===== config.mk =====
export PLATFORM = sky130hd
export DESIGN_NAME = uart_rx_ctrl
export DESIGN_NICKNAME = d
export VERILOG_FILES = /design/src/rtl/uart_pkg.sv /design/src/rtl/sync_2ff.sv /design/src/rtl/uart_rx_ctrl.sv
export SDC_FILE = /design/constraint.sdc
export NUM_CORES = 1
export LEC_CHECK = 0
export CAP_MARGIN = 15
export CORE_MARGIN = 3
export CORE_UTILIZATION = 44
export DETAILED_ROUTE_END_ITERATION = 8
export PLACE_DENSITY_LB_ADDON = 0.12
export SYNTH_ARGS = -nofsm -noshare
export SYNTH_HDL_FRONTEND = slang
export SYNTH_SLANG_ARGS = --single-unit

===== constraint.sdc =====
create_clock -name clk -period 1.6 [get_ports clk]
set_input_delay 0.32 -clock clk [delete_from_list [all_inputs] [get_ports clk]]
set_output_delay 0.32 -clock clk [all_outputs]
set_load 0.02 [all_outputs]

===== src/rtl/uart_pkg.sv =====
// uart_pkg: shared types and constants for the UART receive path.
//   rx_state_t           receive FSM state encoding
//   DATA_BITS            payload bits per frame
//   DEFAULT_CLKS_PER_BIT clocks per serial bit at 100 MHz / 115200 baud
package uart_pkg;

    localparam int DATA_BITS            = 8;
    localparam int DEFAULT_CLKS_PER_BIT = 868;

    typedef enum logic [2:0] {
        IDLE,
        START,
        DATA,
        PARITY,
        STOP
    } rx_state_t;

endpackage


===== src/rtl/sync_2ff.sv =====
// sync_2ff: double-flop synchronizer for asynchronous inputs.
// Both stages reset to all-ones so an idle-high line looks idle out of reset.
// Ports:
//   clk   in   system clock
//   nRST  in   asynchronous active-low reset
//   d     in   asynchronous input  [WIDTH-1:0]
//   q     out  synchronized output [WIDTH-1:0]
module sync_2ff #(
    parameter int WIDTH = 1
) (
    input  logic             clk,
    input  logic             nRST,
    input  logic [WIDTH-1:0] d,
    output logic [WIDTH-1:0] q
);

    logic [WIDTH-1:0] meta;

    always_ff @(posedge clk or negedge nRST) begin
        if (!nRST) begin
            meta <= '1;
            q    <= '1;
        end else begin
            meta <= d;
            q    <= meta;
        end
    end

endmodule


===== src/rtl/uart_rx_ctrl.sv =====
// uart_rx_ctrl: serial receive controller (8N1, LSB first).
// Bit timing comes from an external flexcounter: this block drives its
// enable/clear/terminal value and uses its strobe as the sample tick.
// Build option: define UART_RX_PARITY_EN for 8E1 frames with a parity check;
// without it the frame is 8N1 and parity_error is tied low.
// Ports:
//   clk            in   system clock
//   nRST           in   asynchronous active-low reset
//   rx             in   raw serial line, asynchronous, idle high
//   strobe         in   flexcounter terminal-count pulse
//   enableCounter  out  flexcounter enable
//   clear          out  flexcounter synchronous clear
//   maxCount       out  flexcounter terminal value [COUNTWIDTH-1:0]
//   rx_data        out  last good byte received
//   rx_valid       out  one-cycle pulse when rx_data updates
//   frame_error    out  one-cycle pulse when the stop bit samples low
//   parity_error   out  one-cycle pulse on a parity mismatch
//   rx_busy        out  high whenever the FSM is not idle
//
// state  | meaning
// IDLE   | line idle, counter held clear, waiting for rx_s low
// START  | timing half a bit to the middle of the start bit
// DATA   | sampling 8 data bits, one per full-bit strobe
// PARITY | sampling the even-parity bit (UART_RX_PARITY_EN only)
// STOP   | sampling the stop bit and publishing the result
module uart_rx_ctrl
    import uart_pkg::*;
#(
    parameter int CLKS_PER_BIT = DEFAULT_CLKS_PER_BIT,
    parameter int COUNTSIZE    = 1024,
    parameter int COUNTWIDTH   = $clog2(COUNTSIZE)
) (
    input  logic                  clk,
    input  logic                  nRST,
    input  logic                  rx,
    input  logic                  strobe,
    output logic                  enableCounter,
    output logic                  clear,
    output logic [COUNTWIDTH-1:0] maxCount,
    output logic [DATA_BITS-1:0]  rx_data,
    output logic                  rx_valid,
    output logic                  frame_error,
    output logic                  parity_error,
    output logic                  rx_busy
);

    localparam int IDXW     = $clog2(DATA_BITS);
    localparam int HALF_BIT = CLKS_PER_BIT / 2;

    localparam logic [COUNTWIDTH-1:0] MAX_HALF = COUNTWIDTH'(HALF_BIT - 1);
    localparam logic [COUNTWIDTH-1:0] MAX_FULL = COUNTWIDTH'(CLKS_PER_BIT - 1);
    localparam logic [IDXW-1:0]       LAST_BIT = IDXW'(DATA_BITS - 1);

    rx_state_t            state;
    rx_state_t            state_next;
    logic                 rx_s;
    logic [DATA_BITS-1:0] shift_reg;
    logic [IDXW-1:0]      bit_idx;

    logic start_data;
    logic do_shift;
    logic do_valid;
    logic do_ferr;
    logic parity_fault;

    sync_2ff #(
        .WIDTH (1)
    ) u_sync_rx (
        .clk  (clk),
        .nRST (nRST),
        .d    (rx),
        .q    (rx_s)
    );

`ifdef UART_RX_PARITY_EN
    logic parity_bit;
    logic do_parity;
    logic do_perr;

    // Even parity: data bits plus parity bit must XOR to zero.
    assign parity_fault = ^{shift_reg, parity_bit};
`else
    assign parity_fault = 1'b0;
`endif

    always_ff @(posedge clk or negedge nRST) begin
        if (!nRST) begin
            state <= IDLE;
        end else begin
            state <= state_next;
        end
    end

    always_comb begin
        state_next    = state;
        enableCounter = 1'b1;
        clear         = 1'b0;
        maxCount      = MAX_FULL;
        start_data    = 1'b0;
        do_shift      = 1'b0;
        do_valid      = 1'b0;
        do_ferr       = 1'b0;
`ifdef UART_RX_PARITY_EN
        do_parity     = 1'b0;
        do_perr       = 1'b0;
`endif
        case (state)
            IDLE: begin
                enableCounter = 1'b0;
                clear         = 1'b1;
                maxCount      = '0;
                if (!rx_s) begin
                    state_next = START;
                end
            end
            START: begin
                maxCount = MAX_HALF;
                if (strobe) begin
                    if (rx_s) begin
                        state_next = IDLE;
                    end else begin
                        // Restart the counter so data strobes land mid-bit.
                        state_next = DATA;
                        clear      = 1'b1;
                        start_data = 1'b1;
                    end
                end
            end
            DATA: begin
                if (strobe) begin
                    do_shift = 1'b1;
                    if (bit_idx == LAST_BIT) begin
`ifdef UART_RX_PARITY_EN
                        state_next = PARITY;
`else
                        state_next = STOP;
`endif
                    end
                end
            end
`ifdef UART_RX_PARITY_EN
            PARITY: begin
                if (strobe) begin
                    do_parity  = 1'b1;
                    state_next = STOP;
                end
            end
`endif
            STOP: begin
                if (strobe) begin
                    state_next = IDLE;
                    // A bad stop bit masks any parity result.
                    if (!rx_s) begin
                        do_ferr = 1'b1;
                    end else if (parity_fault) begin
`ifdef UART_RX_PARITY_EN
                        do_perr = 1'b1;
`endif
                    end else begin
                        do_valid = 1'b1;
                    end
                end
            end
            default: begin
                state_next = IDLE;
            end
        endcase
    end

    always_ff @(posedge clk or negedge nRST) begin
        if (!nRST) begin
            shift_reg   <= '0;
            bit_idx     <= '0;
            rx_data     <= '0;
            rx_valid    <= 1'b0;
            frame_error <= 1'b0;
        end else begin
            rx_valid    <= do_valid;
            frame_error <= do_ferr;
            if (start_data) begin
                bit_idx <= '0;
            end
            if (do_shift) begin
                shift_reg[bit_idx] <= rx_s;
                bit_idx            <= bit_idx + 1'b1;
            end
            if (do_valid) begin
                rx_data <= shift_reg;
            end
        end
    end

`ifdef UART_RX_PARITY_EN
    always_ff @(posedge clk or negedge nRST) begin
        if (!nRST) begin
            parity_bit   <= 1'b0;
            parity_error <= 1'b0;
        end else begin
            parity_error <= do_perr;
            if (do_parity) begin
                parity_bit <= rx_s;
            end
        end
    end
`else
    assign parity_error = 1'b0;
`endif

    assign rx_busy = (state != IDLE);

endmodule


Yosys cells after proc, flatten, opt, wreduce, memory -nomap -nowiden:

Cells that the tools add are included.

* output and inout bits: 24
* flip-flop bits (word level): 26

* $lt $le $gt $ge: 2
* eq/ne operators: 9
* reductions and logical operators: 5
* muxes and demuxes: 24
* add/sub/neg operators: 1

Operator list (count)
* $mux W3: 7
* $pmux W10 S2: 1
* $pmux W3 S4: 1
* $mux W1: 11
* $ne A2 B2 Y1 const B: 5
* $bwmux W8: 1
* $eq A3 B3 Y1 const B: 2
* $reduce_and A5 Y1: 1
* $lt A3 B4 Y1 const B: 1
* $add A3 B1 Y3 const B: 1
* $demux W1 S3: 1
* $eq A3 B1 Y1 const B: 1
* $eq A3 B2 Y1 const B: 1
* $ge A3 B1 Y1 const B: 1
* $logic_not A3 Y1: 1
* $reduce_bool A3 Y1: 1
* $mux W2: 1
* $pmux W1 S2: 1
* $reduce_bool A2 Y1: 1
* $logic_and A1 B1 Y1: 1

Depth between registers and ports, before layout:

Gate-level depths: netlist of the first run.

* depth in word-level cells: 5
* depth in mapped cells: 5

Hierarchy:

A second synthesis of the first run with hierarchy kept.

* cell total of the unflattened synthesis: 96
* area total of the unflattened synthesis: 1227.4 µm²

By module, submodules not included
* uart_rx_ctrl: area each 1174.9 µm², cells an instance 94, instances 1, sequential area each 600.6 µm²
* sync_2ff: area each 52.6 µm², cells an instance 2, instances 1, sequential area each 52.6 µm²

Worst setup path after synthesis of the first run:

No wires, ideal clock.

* kind: flip-flop to output port
* start point: register state[1]
* end point: output maxCount[7]
* arrival: 1577 ps
* setup slack: -297 ps
* stages on the path, launching flop included: 5
* cells stage by stage: dfrtp_1 -> clkbuf_1 -> or2_2 -> nor2_1 -> buf_4

* word-level cells in the longest chain between the ends: 2
* elaborated cells on any way between the ends: 3
* those cells by class: eq/ne (1); mux (1); reduce/logical (1)

Ends and longest elaborated chain
* start, declared: RTL line uart_rx_ctrl.sv:54 `rx_state_t state;`
* start signal, assigned: RTL line uart_rx_ctrl.sv:90 `state <= state_next;`
* $eq A3 B1 Y1 or $logic_not A3 Y1 (tied branches): RTL line uart_rx_ctrl.sv:107 `case (state)`
* $pmux W10 S2 (*): RTL line uart_rx_ctrl.sv:107
* end, declared: RTL line uart_rx_ctrl.sv:39 `output logic [COUNTWIDTH-1:0] maxCount,`

Every way passes the cells marked *; elsewhere a longest branch is shown, timed or not.

Worst setup path after layout of the first run:

* start point: register state[2]
* end point: output maxCount[8]

The elaborated chain is that of the path after synthesis.

==> impl_metrics.env, run 1 <==
export IMPL_crit_required_ns=1.28
export IMPL_violations="negative setup slack"
export IMPL_min_period_over_period_pct=106
export IMPL_antenna_cells=0
export IMPL_drc=0
export IMPL_synth_distinct_cells=32
export IMPL_cts_tree="yes"
export IMPL_wirelength_um=2540
export IMPL_synth_area_leader_cell="dfrtp_1"
export IMPL_finalSetupViolations=12
export IMPL_ios=28
export IMPL_areaGrowthSynthToFinish_pct=39.8
export IMPL_worstReg2RegEnd="rx_data[5]"
export IMPL_hold_viol_final=0
export IMPL_detailed_place_hpwl_um=1700
export IMPL_dpl_cell_area_sq_um=1580
export IMPL_final_area_sq_um=1750
export IMPL_syn_area_sq_um=1250
export IMPL_cts_root_buf="clkbuf_4"
export IMPL_yosys_warnings=0
export IMPL_drv_cap=0
export IMPL_routed_via_density=5.33
export IMPL_holdWs_ns=0.356
export IMPL_hold_path_class="in -> async"
export IMPL_die_h_um=59.4
export IMPL_finalNetCount=144
export IMPL_dr_pass1_iters=4
export IMPL_status="complete, but fails checks"
export IMPL_clk_latency_ns=0.31
export IMPL_ant_nets=0
export IMPL_htree_levels=1
export IMPL_fin_crit_ns=1.69
export IMPL_dieArea_sq_um=3530
export IMPL_power_leakage_nw=0.862
export IMPL_timing_rr_start="state[0]"
export IMPL_synth_edff_count=0
export IMPL_clk_pin_slew_ns=0.13
export IMPL_fin_worst_skew_ns=0.00539
export IMPL_layout_drive_gt1_share_pct=48.2
export IMPL_clock_path_buffers=2
export IMPL_layout_cells_non_filler=167
export IMPL_peakVddDrop_mv=1.21
export IMPL_arrival_ns=1.37
export IMPL_first_global_vias=916
export IMPL_rr_worst_depth=5
export IMPL_numCtsBuffers=3
export IMPL_cp_startpoint="state[2]"
export IMPL_rsz0062_at_grt="true"
export IMPL_gp_congestion=0.768
export IMPL_synth_ff_type="dfrtp_1"
export IMPL_synth_top_area_share_pct=47.9
export IMPL_coreArea_sq_um=2590
export IMPL_drt_iter0_markers=12
export IMPL_holdBufCountCts=0
export IMPL_fp_row_count=18
export IMPL_syn_avg_cell_area_sq_um=12.1
export IMPL_drt_wirelength_per_cell_um=15.2
export IMPL_synth_top_cells_by_count="dfrtp_1 (24), mux2_2 (16), buf_4 (9), clkbuf_1 (7), nor2_1 (6)"
export IMPL_synth_most_common_cell="dfrtp_1"
export IMPL_overflow=0
export IMPL_grt_max_degree=27
export IMPL_num_vias=890
export IMPL_grt_pass1_wl_um=4210
export IMPL_antenna_found_initial=0
export IMPL_power_density_nw_per_um2=1460
export IMPL_start_util_pct=48.4
export IMPL_cts_sinks=26
export IMPL_max_freq_mhz=592
export IMPL_fillers=189
export IMPL_crit_path_end="maxCount[8]"
export IMPL_ys_top_cells_by_area="dfrtp_1 (48%), mux2_2 (14%), buf_4 (5.4%)"
export IMPL_synth_seq_cells=26
export IMPL_critPathKind="reg -> out"
export IMPL_fin_tns_setup_ns=-0.363
export IMPL_setup_ws_ns=-0.0886
export IMPL_async_flop_share_pct=100
export IMPL_dp_cells=158
export IMPL_maxSlewViolCount=0
export IMPL_synth_seq_area_share_pct=52.1
export IMPL_synthCells=104
export IMPL_grtUsageTotal_pct=15.8
export IMPL_crit_path_end_kind="output pin"
export IMPL_p_total_mw=2.57
export IMPL_die_w_um=59.4
export IMPL_critPathMaxFanout=4
export IMPL_crit_path_start_kind="flop"
export IMPL_ff2ff_setup_slack_ns=-0.02
export IMPL_io_buffers=24
==> metrics by stage <==
| step | setup WS (ns) | util [%] |
|---|---|---|
| after floorplan | 0.00271 | - |
| after detailed placement | -0.499 | 60.9 |
| after CTS | -0.106 | 65.2 |
| after global routing | -0.153 | 67.7 |
| after global placement | -0.506 | 60.9 |
| final | -0.0886 | 67.7 |
==> metal layers <==
| layer | track usage [%] | share of wire (%) | vias up |
|---|---|---|---|
| li1 | - | - | 424 |
| met1 | 20.8 | 47 | 440 |
| met2 | 25.3 | 48 | 20 |
| met3 | 3.05 | 4.1 | 6 |
| met4 | 6.47 | 1.4 | 0 |
| met5 | 0 | 0 | - |
==> cells in the final DEF (no fill, tap or decap), types with 2 or more instances in the layout <==
cell type / instances
dfrtp_1: 23
buf_4: 16
buf_6: 13
mux2_4: 9
dlygate4sd2_1: 9
mux2_2: 7
nor2_1: 5
a21oi_1: 4
nand2_1: 3
nand4b_1: 3
conb_1: 3
clkbuf_4: 3
or3_4: 2
nor4b_4: 2
o22ai_1: 2
ha_1: 2
clkdlybuf4s50_1: 2
dlymetal6s2s_1: 2
dfstp_2: 2
==> where the power goes <==
part / switching, mW / internal, mW
combinational: 0.643 / 0.753
sequential: 0.147 / 0.745
clock: 0.180 / 0.0974
total: 0.970 / 1.60
==> critical path: stages (launching register included) <==
cell and delay (ns):
dfrtp_1 0.43, buf_4 0.14, or3_4 0.35, buf_6 0.14
==> cells by family (layout without fill, tap and decap cells) <==
kind of cell             count (synthesis)  count (layout)  synth area share (%)
buffers and inverters                   18              49                  8.18
AND/OR/NAND/NOR                         31              31                  18.4
AO/OA/AOI/OAI                           10              10                  4.69
multiplexers                            16              16                  14.4
other                                    1               3                 0.299
adder cells (fa/ha/maj)                  2               2                  2.00
flip-flops                              26              26                  52.1
==> layout make-up <==
type	instances	area [sq um]	share of cell area, %
flip-flops and latches	26	654	37.3
multi-input cells	62	606	34.5
repair buffers	44	425	24.3
well taps	30	37.5	2.14
clock buffers	4	26.3	1.50
inverters	1	3.75	0.214
==> repair_timing <==
item | CTS | global route
pin swaps | 3 | 4
setup endpoints to repair | 31 | 28
buffers inserted | 4 | 2
gates resized for setup | 84 | 13
==> how the worst min path moves through the flow <==
| stage | startpoint | end | slack [ns] | cells after the start |
|---|---|---|---|---|
| after global placement | u_sync_rx.meta | u_sync_rx.q | 0.35 | 0 |
| final | nRST | bit_idx[0] | 0.36 | 2 |
| after detailed placement | u_sync_rx.meta | u_sync_rx.q | 0.35 | 0 |
| after global routing | nRST | state[2] | 0.37 | 2 |
| after floorplan | nRST | bit_idx[0] | 0.02 | 0 |
| after CTS | nRST | bit_idx[2] | 0.36 | 2 |
No activity file was read; power rests on OpenSTA's default activity.
==> run 2: changes to the inputs <==
--- a/config.mk
+++ b/config.mk
@@ -6,7 +6,6 @@
 export NUM_CORES = 1
 export LEC_CHECK = 0
 export CAP_MARGIN = 15
-export CORE_MARGIN = 3
 export CORE_UTILIZATION = 44
 export DETAILED_ROUTE_END_ITERATION = 8
 export PLACE_DENSITY_LB_ADDON = 0.12
==> run 2 against run 1 <==
Clock skew is 0.0035 ns lower. Design area is 1.8% lower. Register-to-register slack worse by 0.03 ns. Critical path depth is 1 lower. Setup slack better by 0.028 ns. Sequential power is 1% lower. Via count is 1.3% higher. Die area is 13% lower. The flow still finishes with violations (negative setup slack).
==> impl_metrics.env, run 2 (synthesis results as in run 1) <==
export IMPL_rsz0062_at_grt="true"
export IMPL_clock_path_buffers=2
export IMPL_htree_levels=1
export IMPL_violations="negative setup slack"
export IMPL_grt_max_degree=27
export IMPL_holdWs_ns=0.353
export IMPL_num_vias=902
export IMPL_fin_tns_setup_ns=-0.424
export IMPL_critPathKind="reg -> out"
export IMPL_drv_cap=0
export IMPL_rr_worst_depth=5
export IMPL_status="complete, but fails checks"
export IMPL_cts_sinks=26
export IMPL_coreArea_sq_um=2590
export IMPL_wirelength_um=2430
export IMPL_hold_viol_final=0
export IMPL_finalNetCount=147
export IMPL_cts_root_buf="clkbuf_4"
export IMPL_die_h_um=55.4
export IMPL_power_density_nw_per_um2=1470
export IMPL_crit_path_start_kind="flop"
export IMPL_crit_path_end="maxCount[0]"
export IMPL_fillers=191
export IMPL_cp_startpoint="state[1]"
export IMPL_overflow=0
export IMPL_drc=0
export IMPL_io_buffers=24
export IMPL_drt_wirelength_per_cell_um=14.3
export IMPL_grt_pass1_wl_um=4140
export IMPL_final_common_cell="dfrtp_1"
export IMPL_min_period_over_period_pct=104
export IMPL_start_util_pct=48.4
export IMPL_fin_worst_skew_ns=0.00190
export IMPL_antenna_cells=0
export IMPL_setup_ws_ns=-0.0605
export IMPL_final_area_sq_um=1720
export IMPL_maxSlewViolCount=0
export IMPL_areaGrowthSynthToFinish_pct=37.3
export IMPL_dr_pass1_iters=3
export IMPL_gp_congestion=0.810
export IMPL_grtUsageTotal_pct=17.3
export IMPL_p_total_mw=2.53
export IMPL_finalSetupViolations=14
export IMPL_critPathMaxFanout=5
export IMPL_arrival_ns=1.34
export IMPL_antenna_found_initial=0
export IMPL_clk_latency_ns=0.32
export IMPL_ant_nets=0
export IMPL_layout_drive_gt1_share_pct=49.3
export IMPL_routed_via_density=5.31
export IMPL_utilization_pct=66.5
export IMPL_ff2ff_setup_slack_ns=-0.05
export IMPL_crit_path_end_kind="output pin"
export IMPL_dpl_cell_area_sq_um=1590
export IMPL_fp_row_count=18
export IMPL_clk_pin_slew_ns=0.14
export IMPL_first_global_vias=891
export IMPL_numCtsBuffers=3
export IMPL_holdBufCountCts=0
export IMPL_peakVddDrop_mv=1.38
export IMPL_cts_tree="yes"
export IMPL_hold_path_class="in -> async"
export IMPL_dieArea_sq_um=3070
export IMPL_timing_rr_start="state[0]"
export IMPL_final_cell_mix="dfrtp_1 (23), buf_4 (21), mux2_2 (15)"
export IMPL_power_leakage_nw=0.868
export IMPL_fin_crit_ns=1.66
export IMPL_worstReg2RegEnd="shift_reg[3]"
export IMPL_die_w_um=55.4
export IMPL_drt_iter0_markers=5
export IMPL_max_freq_mhz=602
export IMPL_detailed_place_hpwl_um=1630
export IMPL_crit_required_ns=1.28
export IMPL_ios=28
## run 2: cell types whose count changed in the layout (fill, tap and decap cells not counted), sizes merged
cell | previous run | this run
buf | 31 | 34
## run 2: cell type report
cell class	instances	area, sq um	area share [%]
clock buffers	4	36.3	2.11
inverters	1	3.75	0.218
multi-input cells	62	568	33.0
flip-flops and latches	26	654	38.0
well taps	30	37.5	2.18
repair buffers	47	422	24.5
## run 2: per-stage QoR
step	cells	setup slack (ns)
2_1_floorplan	106	0.00271
3_3_place_gp	160	-0.368
3_5_place_dp	160	-0.409
4_1_cts	170	-0.0672
5_1_grt	170	-0.116
6_report	170	-0.0605
## run 2: worst min-delay path by stage
stage                   to  slack (ns)  cells past startpoint
6_report          state[0]        0.35                      2
3_3_place_gp   u_sync_rx.q        0.35                      0
2_1_floorplan   bit_idx[0]        0.02                      0
3_5_place_dp   u_sync_rx.q        0.35                      0
5_1_grt        u_sync_rx.q        0.37                      0
4_1_cts           state[1]        0.36                      2
## run 2: repair_timing
item | 4_1_cts | 5_1_grt
setup endpoints to repair | 26 | 27
buffers inserted | 6 | 0
pin swaps | 3 | 2
resized for setup | 72 | 12
## run 2: critical path, cell delays in order (launching register included)
cell     delay [ns]
dfrtp_1        0.45
or3_4          0.41
buf_2          0.17
## run 2: report_power, final
| part | switching [mW] | leakage (nW) | internal [mW] |
|---|---|---|---|
| combinational | 0.617 | 0.498 | 0.701 |
| sequential | 0.138 | 0.349 | 0.745 |
| clock | 0.192 | 0.0210 | 0.139 |
## run 2: per-layer routing
layer  wire (um)  global-route usage (%)  vias to the layer above  part of all wire [%]
met4          35                    6.43                        0                   1.4
li1            -                       -                      433                     -
met3          52                    2.81                        4                   2.1
met5           0                       0                        -                     0
met2        1210                    28.4                       17                    50
met1        1130                    23.1                      448                    47
